[src/rtl/wb_reg_master_if.sv]
// Wishbone classic bus bundle; used for both the host-facing and the target-facing port.
interface wb_reg_master_if #(
  parameter int ADDR_BUS_WIDTH = 32,
  parameter int DATA_BUS_WIDTH = 32
);
  logic                          cyc;
  logic                          stb;
  logic                          we;
  logic [DATA_BUS_WIDTH/8-1:0]   sel;
  logic [ADDR_BUS_WIDTH-1:0]     addr;
  logic [DATA_BUS_WIDTH-1:0]     data_w;
  logic [DATA_BUS_WIDTH-1:0]     data_r;
  logic                          ack;
  logic                          err;

  modport master (
    output cyc, stb, we, sel, addr, data_w,
    input  data_r, ack, err
  );

  modport slave (
    input  cyc, stb, we, sel, addr, data_w,
    output data_r, ack, err
  );
endinterface

[src/rtl/wb_reg_master.sv]
// Register-programmed Wishbone master: the host loads ADDR/WDATA/CTRL, the block runs one
// single-beat transfer on the target bus and reports the outcome in STATUS/RDATA.
module wb_reg_master #(
  parameter int          DATA_BUS_WIDTH  = 32,
  parameter int          ADDR_BUS_WIDTH  = 32,
  parameter int          ADDR_WIDTH      = 4,
  parameter int unsigned TIMEOUT_DEFAULT = 255
) (
  input  logic              clk,
  input  logic              rst,
  wb_reg_master_if.slave    wb,
  wb_reg_master_if.master   m_wb
);

  localparam int ADDR_LSB = $clog2(DATA_BUS_WIDTH / 8);

  localparam logic [0:0] IDLE   = 1'b0;
  localparam logic [0:0] ACTIVE = 1'b1;

  logic [0:0]                state;
  logic                      ctl_we;
  logic [3:0]                ctl_sel;
  logic [ADDR_BUS_WIDTH-1:0] addr_q;
  logic [31:0]               wdata_q;
  logic [31:0]               rdata_q;
  logic [15:0]               timeout_q;
  logic [15:0]               limit_q;
  logic [15:0]               count_q;
  logic                      done_flag;
  logic                      ack_flag;
  logic                      err_flag;
  logic                      to_flag;
  logic                      ack_q;
  logic [31:0]               rd_q;

  logic [ADDR_WIDTH-1:0]     idx;
  logic                      accept;
  logic                      busy;
  logic [31:0]               status;
  logic [31:0]               rd_mux;
  logic                      unused_in;

  assign idx    = wb.addr[ADDR_WIDTH+ADDR_LSB-1:ADDR_LSB];
  assign accept = wb.stb && !ack_q;
  assign busy   = (state == ACTIVE);
  assign status = {12'h000, ctl_sel, 10'h000, ctl_we, to_flag, err_flag, ack_flag, done_flag, busy};

  assign unused_in = ^{wb.cyc, wb.sel, wb.addr[ADDR_LSB-1:0],
                       wb.addr[ADDR_BUS_WIDTH-1:ADDR_WIDTH+ADDR_LSB]};

  always_comb begin
    rd_mux = '1;
    case (idx)
      ADDR_WIDTH'(0): rd_mux = status;
      ADDR_WIDTH'(1): rd_mux = 32'(addr_q);
      ADDR_WIDTH'(2): rd_mux = wdata_q;
      ADDR_WIDTH'(3): rd_mux = rdata_q;
      ADDR_WIDTH'(4): rd_mux = {16'h0000, timeout_q};
      default:        rd_mux = '1;
    endcase
  end

  always_ff @(posedge clk) begin
    if (rst) begin
      state     <= IDLE;
      ctl_we    <= 1'b0;
      ctl_sel   <= '0;
      addr_q    <= '0;
      wdata_q   <= '0;
      rdata_q   <= '0;
      timeout_q <= 16'(TIMEOUT_DEFAULT);
      limit_q   <= '0;
      count_q   <= '0;
      done_flag <= 1'b0;
      ack_flag  <= 1'b0;
      err_flag  <= 1'b0;
      to_flag   <= 1'b0;
      ack_q     <= 1'b0;
      rd_q      <= '0;
    end else begin
      ack_q <= accept;
      if (accept) rd_q <= rd_mux;

      if (accept && wb.we) begin
        if (idx == ADDR_WIDTH'(4)) timeout_q <= wb.data_w[15:0];
        if (!busy) begin
          case (idx)
            ADDR_WIDTH'(0): begin
              ctl_we  <= wb.data_w[1];
              ctl_sel <= wb.data_w[19:16];
              if (wb.data_w[0]) begin
                state     <= ACTIVE;
                done_flag <= 1'b0;
                ack_flag  <= 1'b0;
                err_flag  <= 1'b0;
                to_flag   <= 1'b0;
                count_q   <= '0;
                // Snapshot the limit so a TIMEOUT rewrite mid-transfer only affects the next one.
                limit_q   <= timeout_q;
              end
            end
            ADDR_WIDTH'(1): addr_q  <= wb.data_w[ADDR_BUS_WIDTH-1:0];
            ADDR_WIDTH'(2): wdata_q <= wb.data_w;
            default: ;
          endcase
        end
      end

      if (busy) begin
        if (m_wb.err) begin
          state     <= IDLE;
          err_flag  <= 1'b1;
          done_flag <= 1'b1;
        end else if (m_wb.ack) begin
          state     <= IDLE;
          ack_flag  <= 1'b1;
          done_flag <= 1'b1;
          if (!ctl_we) rdata_q <= m_wb.data_r;
        end else if (limit_q != '0 && count_q + 16'd1 == limit_q) begin
          state     <= IDLE;
          to_flag   <= 1'b1;
          done_flag <= 1'b1;
        end else begin
          count_q <= count_q + 16'd1;
        end
      end
    end
  end

  assign m_wb.cyc    = busy;
  assign m_wb.stb    = busy;
  assign m_wb.we     = ctl_we;
  assign m_wb.sel    = ctl_sel;
  assign m_wb.addr   = addr_q;
  assign m_wb.data_w = wdata_q;

  assign wb.ack    = ack_q;
  assign wb.data_r = rd_q;
  assign wb.err    = 1'b0;

endmodule

[src/flat_wrapper.sv]
// flat-port wrapper written by rule: the top's interface ports become plain ports
module wb_reg_master_flat 
#(
  parameter int          DATA_BUS_WIDTH  = 32,
  parameter int          ADDR_BUS_WIDTH  = 32,
  parameter int          ADDR_WIDTH      = 4,
  parameter int unsigned TIMEOUT_DEFAULT = 255
)
  (clk, rst, wb_cyc, wb_stb, wb_we, wb_sel, wb_addr, wb_data_w, wb_data_r, wb_ack, wb_err, m_wb_cyc, m_wb_stb, m_wb_we, m_wb_sel, m_wb_addr, m_wb_data_w, m_wb_data_r, m_wb_ack, m_wb_err);
  wb_reg_master_if #(.ADDR_BUS_WIDTH(ADDR_BUS_WIDTH), .DATA_BUS_WIDTH(DATA_BUS_WIDTH)) wb_i ();
  wb_reg_master_if #(.ADDR_BUS_WIDTH(ADDR_BUS_WIDTH), .DATA_BUS_WIDTH(DATA_BUS_WIDTH)) m_wb_i ();
  input  logic clk;
  input  logic rst;
  input wire logic [$bits(wb_i.cyc)-1:0] wb_cyc;
  input wire logic [$bits(wb_i.stb)-1:0] wb_stb;
  input wire logic [$bits(wb_i.we)-1:0] wb_we;
  input wire logic [$bits(wb_i.sel)-1:0] wb_sel;
  input wire logic [$bits(wb_i.addr)-1:0] wb_addr;
  input wire logic [$bits(wb_i.data_w)-1:0] wb_data_w;
  output wire logic [$bits(wb_i.data_r)-1:0] wb_data_r;
  output wire logic [$bits(wb_i.ack)-1:0] wb_ack;
  output wire logic [$bits(wb_i.err)-1:0] wb_err;
  output wire logic [$bits(m_wb_i.cyc)-1:0] m_wb_cyc;
  output wire logic [$bits(m_wb_i.stb)-1:0] m_wb_stb;
  output wire logic [$bits(m_wb_i.we)-1:0] m_wb_we;
  output wire logic [$bits(m_wb_i.sel)-1:0] m_wb_sel;
  output wire logic [$bits(m_wb_i.addr)-1:0] m_wb_addr;
  output wire logic [$bits(m_wb_i.data_w)-1:0] m_wb_data_w;
  input wire logic [$bits(m_wb_i.data_r)-1:0] m_wb_data_r;
  input wire logic [$bits(m_wb_i.ack)-1:0] m_wb_ack;
  input wire logic [$bits(m_wb_i.err)-1:0] m_wb_err;
  assign wb_i.cyc = wb_cyc;
  assign wb_i.stb = wb_stb;
  assign wb_i.we = wb_we;
  assign wb_i.sel = wb_sel;
  assign wb_i.addr = wb_addr;
  assign wb_i.data_w = wb_data_w;
  assign wb_data_r = wb_i.data_r;
  assign wb_ack = wb_i.ack;
  assign wb_err = wb_i.err;
  assign m_wb_cyc = m_wb_i.cyc;
  assign m_wb_stb = m_wb_i.stb;
  assign m_wb_we = m_wb_i.we;
  assign m_wb_sel = m_wb_i.sel;
  assign m_wb_addr = m_wb_i.addr;
  assign m_wb_data_w = m_wb_i.data_w;
  assign m_wb_i.data_r = m_wb_data_r;
  assign m_wb_i.ack = m_wb_ack;
  assign m_wb_i.err = m_wb_err;
  wb_reg_master #(.DATA_BUS_WIDTH(DATA_BUS_WIDTH), .ADDR_BUS_WIDTH(ADDR_BUS_WIDTH), .ADDR_WIDTH(ADDR_WIDTH), .TIMEOUT_DEFAULT(TIMEOUT_DEFAULT)) u_core (.clk(clk), .rst(rst), .wb(wb_i), .m_wb(m_wb_i));
endmodule
[config.mk]
export PLATFORM = sky130hd
export DESIGN_NAME = wb_reg_master_flat
export DESIGN_NICKNAME = d
export VERILOG_FILES = /design/src/rtl/wb_reg_master_if.sv /design/src/rtl/wb_reg_master.sv /design/src/flat_wrapper.sv
export SDC_FILE = /design/constraint.sdc
export NUM_CORES = 1
export LEC_CHECK = 0
export BUFFER_PORTS_ARGS = -buffer_cell sky130_fd_sc_hd__buf_2
export CORE_UTILIZATION = 40
export CTS_BUF_LIST = sky130_fd_sc_hd__clkbuf_16
export DETAILED_ROUTE_END_ITERATION = 8
export PLACE_DENSITY = 0.7
export RECOVER_POWER = 25
export SYNTH_ARGS = -nofsm -noshare
export SYNTH_HDL_FRONTEND = slang
export SYNTH_SLANG_ARGS = --single-unit
[constraint.sdc]
create_clock -name clk -period 7.95 [get_ports clk]
set_clock_uncertainty 0.05 [all_clocks]
set_input_delay 0.795 -clock clk [delete_from_list [all_inputs] [get_ports clk]]
set_output_delay 0.795 -clock clk [all_outputs]
set_load 0.01 [all_outputs]
**After elaboration in Yosys (flattened, before gate mapping)**

Index checks and enable logic that the tools add are counted.

- Register bits: 187
- Input port bits: 107

- Add/subtract/negate cells: 1
- Equality and inequality tests: 5
- Multiplexer cells: 46
- Bitwise logic cells: 3
- Reduce and logical (&&, ||, !) cells: 12

Operators with widths:

| kind | number |
|---|---|
| 32-bit one-hot mux with 5 select lines | 1 |
| 16-bit 2-to-1 mux | 8 |
| 1-bit 2-to-1 mux | 37 |
| 16-bit by 1-bit adder with 16-bit output, second input constant | 1 |
| 16-bit == test | 1 |
| 16-bit nonzero test | 1 |
| 3-bit AND reduction | 3 |
| 4-bit by 2-bit == test with 1-bit output, second input constant | 2 |
| 4-bit AND reduction | 2 |
| 4-bit by 1-bit == test with 1-bit output, second input constant | 1 |
| 4-bit by 3-bit == test with 1-bit output, second input constant | 1 |
| 4-bit logical NOT | 1 |
| 1-bit logical AND | 3 |
| 1-bit NOT | 3 |
| 2-bit AND reduction | 1 |
| 1-bit logical NOT | 1 |

**Depth between registers and ports, before layout**

- Depth in word-level cells: 8
- Depth in mapped cells: 11
- Depth with buffers taken out: 8

**Worst setup path before layout**

OpenSTA, ideal clock, no wires.

- Path kind: input-to-reg
- Start point: in wb_addr[2]
- End point: reg u_core.count_q[15]
- Arrival: 2.651 ns
- Required time: 7.778 ns
- Path slack: 5.127 ns
- Stages: 8
- Cell sequence: clkbuf_1 -> nor4_1 -> and3_1 -> clkbuf_1 -> nor2_1 -> a21boi_2 -> buf_4 -> a221o_1

- Word-level cells in the longest chain between the ends: 8

RTL lines:

| element | RTL line | source |
|---|---|---|
| from (decl) | flat_wrapper.sv:18 | `input wire logic [$bits(wb_i.addr)-1:0] wb_addr;` |
| 4-bit logical NOT (*) | wb_reg_master.sv:87 | `case (idx)` |
| 16-bit 2-to-1 mux (*) | wb_reg_master.sv:87 |  |
| 16-bit 2-to-1 mux (*) | wb_reg_master.sv:86 | `if (!busy) begin` |
| 16-bit 2-to-1 mux (*) | wb_reg_master.sv:84 | `if (accept && wb.we) begin` |
| 16-bit 2-to-1 mux | wb_reg_master.sv:119 | `end else if (limit_q != '0 && count_q + 16'd1 == limit_q) begin` |
| 16-bit 2-to-1 mux | wb_reg_master.sv:114 | `end else if (m_wb.ack) begin` |
| 16-bit 2-to-1 mux | wb_reg_master.sv:110 | `if (m_wb.err) begin` |
| 16-bit 2-to-1 mux (*) | wb_reg_master.sv:109 | `if (busy) begin` |
| to (signal assigned) | wb_reg_master.sv:124 | `count_q <= count_q + 16'd1;` |
| to (decl) | wb_reg_master.sv:28 | `logic [15:0] count_q;` |

Mark *: on every way between the ends. The rest lies on a longest branch, timed or not.
A chain may end at the register's enable or synchronous reset.

**Worst setup path after layout**

- Start point: in rst
- End point: reg u_core.rd_q[19] (netlist: u_core.wb.data_r[19])

RTL lines:

| element | RTL line | source |
|---|---|---|
| from (decl) | flat_wrapper.sv:13 | `input logic rst;` |
| to (signal assigned) | wb_reg_master.sv:82 | `if (accept) rd_q <= rd_mux;` |
| to (decl) | wb_reg_master.sv:34 | `logic [31:0] rd_q;` |

No word-level cell between the ends.

==> impl_metrics.ini <==
[floorplan]
io_pins = 212
start_util = 0.4084
die_area_mm2 = 0.02050
placementRows = 51
coreArea_mm2 = 0.01953
chipHeight_um = 143.2
die_w_um = 143.2

[power_and_ir_drop]
total_power_mw = 1.971
p_leak_nw = 3.390
pwr_density_cell_mw_per_mm2 = 207.2
peakVddDrop_mv = 0.1563

[finish]
drive_gt1_frac = 0.1522
final_util = 0.4872
area_growth_pct = 19.32
stdcell_count = 1405
nets = 1232
nFillCells = 1961

[setup_path]
crit_family = buffers and inverters
worstPathRequired_ps = 8180
cp_max_fo = 96
crit_type = in -> reg
path_buf_inv = 2
cp_cell_sequence = clkbuf_1 -> buf_4 -> nor3_1
rr_startpoint = u_core.count_q[0]
slowest_stage = clkbuf_1
r2r-end = u_core.count_q[3]
cp_num_cells = 3
critPathLaunchType = input pin
endpoint = u_core.wb.data_r[19]
reg2reg_slack_ps = 4230
cp.arrival_ps = 4690
startpoint = rst
critPathCaptureType = flop
rr_worst_depth = 8
slowest_delay_ps = 2570

[clock_tree]
clockBufferDepth = 2
cts-root-buf = clkbuf_16
cts_sinks = 187
cts_tree = done
cts.htree.levels = 4
cts_hold_buffers = 0
ctsResizeCount = 0
postCtsSetupRepairBufs = 0
clk_pin_slew_ps = 70
insertion_delay_ps = 430
numCtsBuffers = 17

[yosys]
synthFlopType = dfxtp_1
syn_area_mm2 = 0.007974
yosysSeqAreaShare = 0.4695
syn_nets = 1107
yosys-top-cells-count = nand2_1 (281), dfxtp_1 (187), a21oi_1 (154)
yosysTopAreaCell = dfxtp_1
netlist.area_leader.share = 0.4695
async_flop_share = 0
yosysMostFrequentCell = nand2_1
synth_edf_count = 0
ys_seq_elements = 187
ys_types = 63
synth-warning-count = 0
synth_area_leaders = dfxtp_1 (47%), nand2_1 (13%), a21oi_1 (9.7%)
synth_area_per_cell_um2 = 7.982
synthCells = 999

[run_status]
status = finished with violations
violations = capacitance limit, slew limit

[timing]
hold_viol = 0
maxSlewViolCount = 84
setup_tns_ps = 0
min_period_over_period = 0.5604
relSlewSlack = -1.478
max_freq_ghz = 0.2244
worst_pin_slew_ps = 3718
rsz0062_at_grt = no
fin_crit_ps = 4456
finalSetupViolations = 0

[placed_design]
place_inst = 1370
dp.final_hpwl_um = 15940
place.gp.congestion = 0.8807
io_buffers = 177

[route]
via_count = 7772
wire_per_inst_um = 17.33
drt_iter0_markers = 696
routed_wl_um = 24350
firstDrtPassIters = 5
drc = 0
detail-route-antenna-nets = 0
viasPerCell = 5.532

[global_routing]
overflow = 0
track_usage = 0.2394
grt_pass1_vias = 7040
antenna_found_initial = 1
grt_pass1_wl_um = 37630
grt_start_max_net_pins = 97

[min_path]
worst_hold_path_type = reg -> reg

[run]
cap_viol_max_count = 1
registers in the layout, summed over array words and instances, names as in the netlist, 4 cells and up:
name and flops:
u_core.count_q 16, u_core.limit_q 16, u_core.m_wb.addr 32, u_core.m_wb.data_w 32
u_core.m_wb.sel 4, u_core.rdata_q 32, u_core.timeout_q 16, u_core.wb.data_r 32
per-stage QoR:
stage / area [um^2] / hold slack (ps) / worst slack (ps)
2_1_floorplan: 7974 / 381.3 / 5127
3_3_place_gp: 8982 / 392.3 / 4061
3_5_place_dp: 8982 / 396.7 / 4001
4_1_cts: 9599 / 406.3 / 4233
5_1_grt: 9507 / 417.3 / 3270
6_report: 9514 / 405.1 / 3494
routing by layer:
metal,GRT usage,share of wire,vias to the layer above
met5,0,0,-
met4,0.08546,0.019,0
met3,0.05500,0.081,36
met2,0.3807,0.47,339
met1,0.3159,0.43,3645
li1,-,-,3752
where the power goes:
| part | internal [mW] | leakage, nW | switching, mW |
|---|---|---|---|
| registers | 0.954 | 1.52 | 0.0110 |
| clock network | 0.502 | 0.304 | 0.387 |
| logic | 0.0410 | 1.57 | 0.0768 |
worst min path at each step:
stage,startpoint,to,cells after the start
2_1_floorplan,u_core.done_flag,u_core.done_flag,2
3_3_place_gp,u_core.rdata_q[23],u_core.rdata_q[23],2
3_5_place_dp,u_core.rdata_q[15],u_core.rdata_q[15],2
4_1_cts,u_core.rdata_q[15],u_core.rdata_q[15],2
5_1_grt,u_core.rdata_q[13],u_core.rdata_q[13],2
6_report,u_core.rdata_q[15],u_core.rdata_q[15],2
cell families (layout without fill, tap and decap cells):
| group | count (synthesis) | in the layout | synth area share |
|---|---|---|---|
| AO/OA/AOI/OAI | 265 | 265 | 0.2112 |
| other | 1 | 4 | 0.0004703 |
| XOR/XNOR | 20 | 20 | 0.02197 |
| adder cells (fa/ha/maj) | 1 | 1 | 0.001569 |
| multiplexers | 6 | 6 | 0.007846 |
| flip-flops | 187 | 187 | 0.4695 |
| AND/OR/NAND/NOR | 431 | 431 | 0.2416 |
| buffers and inverters | 88 | 226 | 0.04582 |
cell type report:
class	instances	area (um^2)	area share
tap	265	331.6	0.03485
antenna	3	7.507	0.0007891
clock inverter	15	191.4	0.02012
inverter	3	11.26	0.001184
clock buffer	17	425.4	0.04471
multi-input combinational	724	3902	0.4102
sequential	187	3744	0.3935
timing repair buffer	191	900.9	0.09469
worst min-delay path: cells and delay by family, from the launching register on:
kind	cells	cell delay, ps
flip-flops	1	310
AO/OA/AOI/OAI	1	50
AND/OR/NAND/NOR	1	50
cells in the final DEF, fill, tap and decap left out, types with 6 or more instances in the layout:
| cell | instances |
|---|---|
| nand3_1 | 17 |
| a22oi_1 | 14 |
| buf_2 | 105 |
| nor3_1 | 13 |
| clkbuf_16 | 17 |
| o21ai_0 | 8 |
| xnor2_1 | 16 |
| nor2b_1 | 6 |
| nand3b_1 | 10 |
| a221o_1 | 6 |
| a221oi_1 | 10 |
| a211oi_1 | 32 |
| nor4_1 | 11 |
| nand4_1 | 7 |
| a222oi_1 | 17 |
| nor2_1 | 44 |
| nand2_1 | 281 |
| buf_4 | 14 |
| clkbuf_1 | 72 |
| a21oi_1 | 154 |
| dfxtp_1 | 187 |
(Power assumes the default switching activity.)
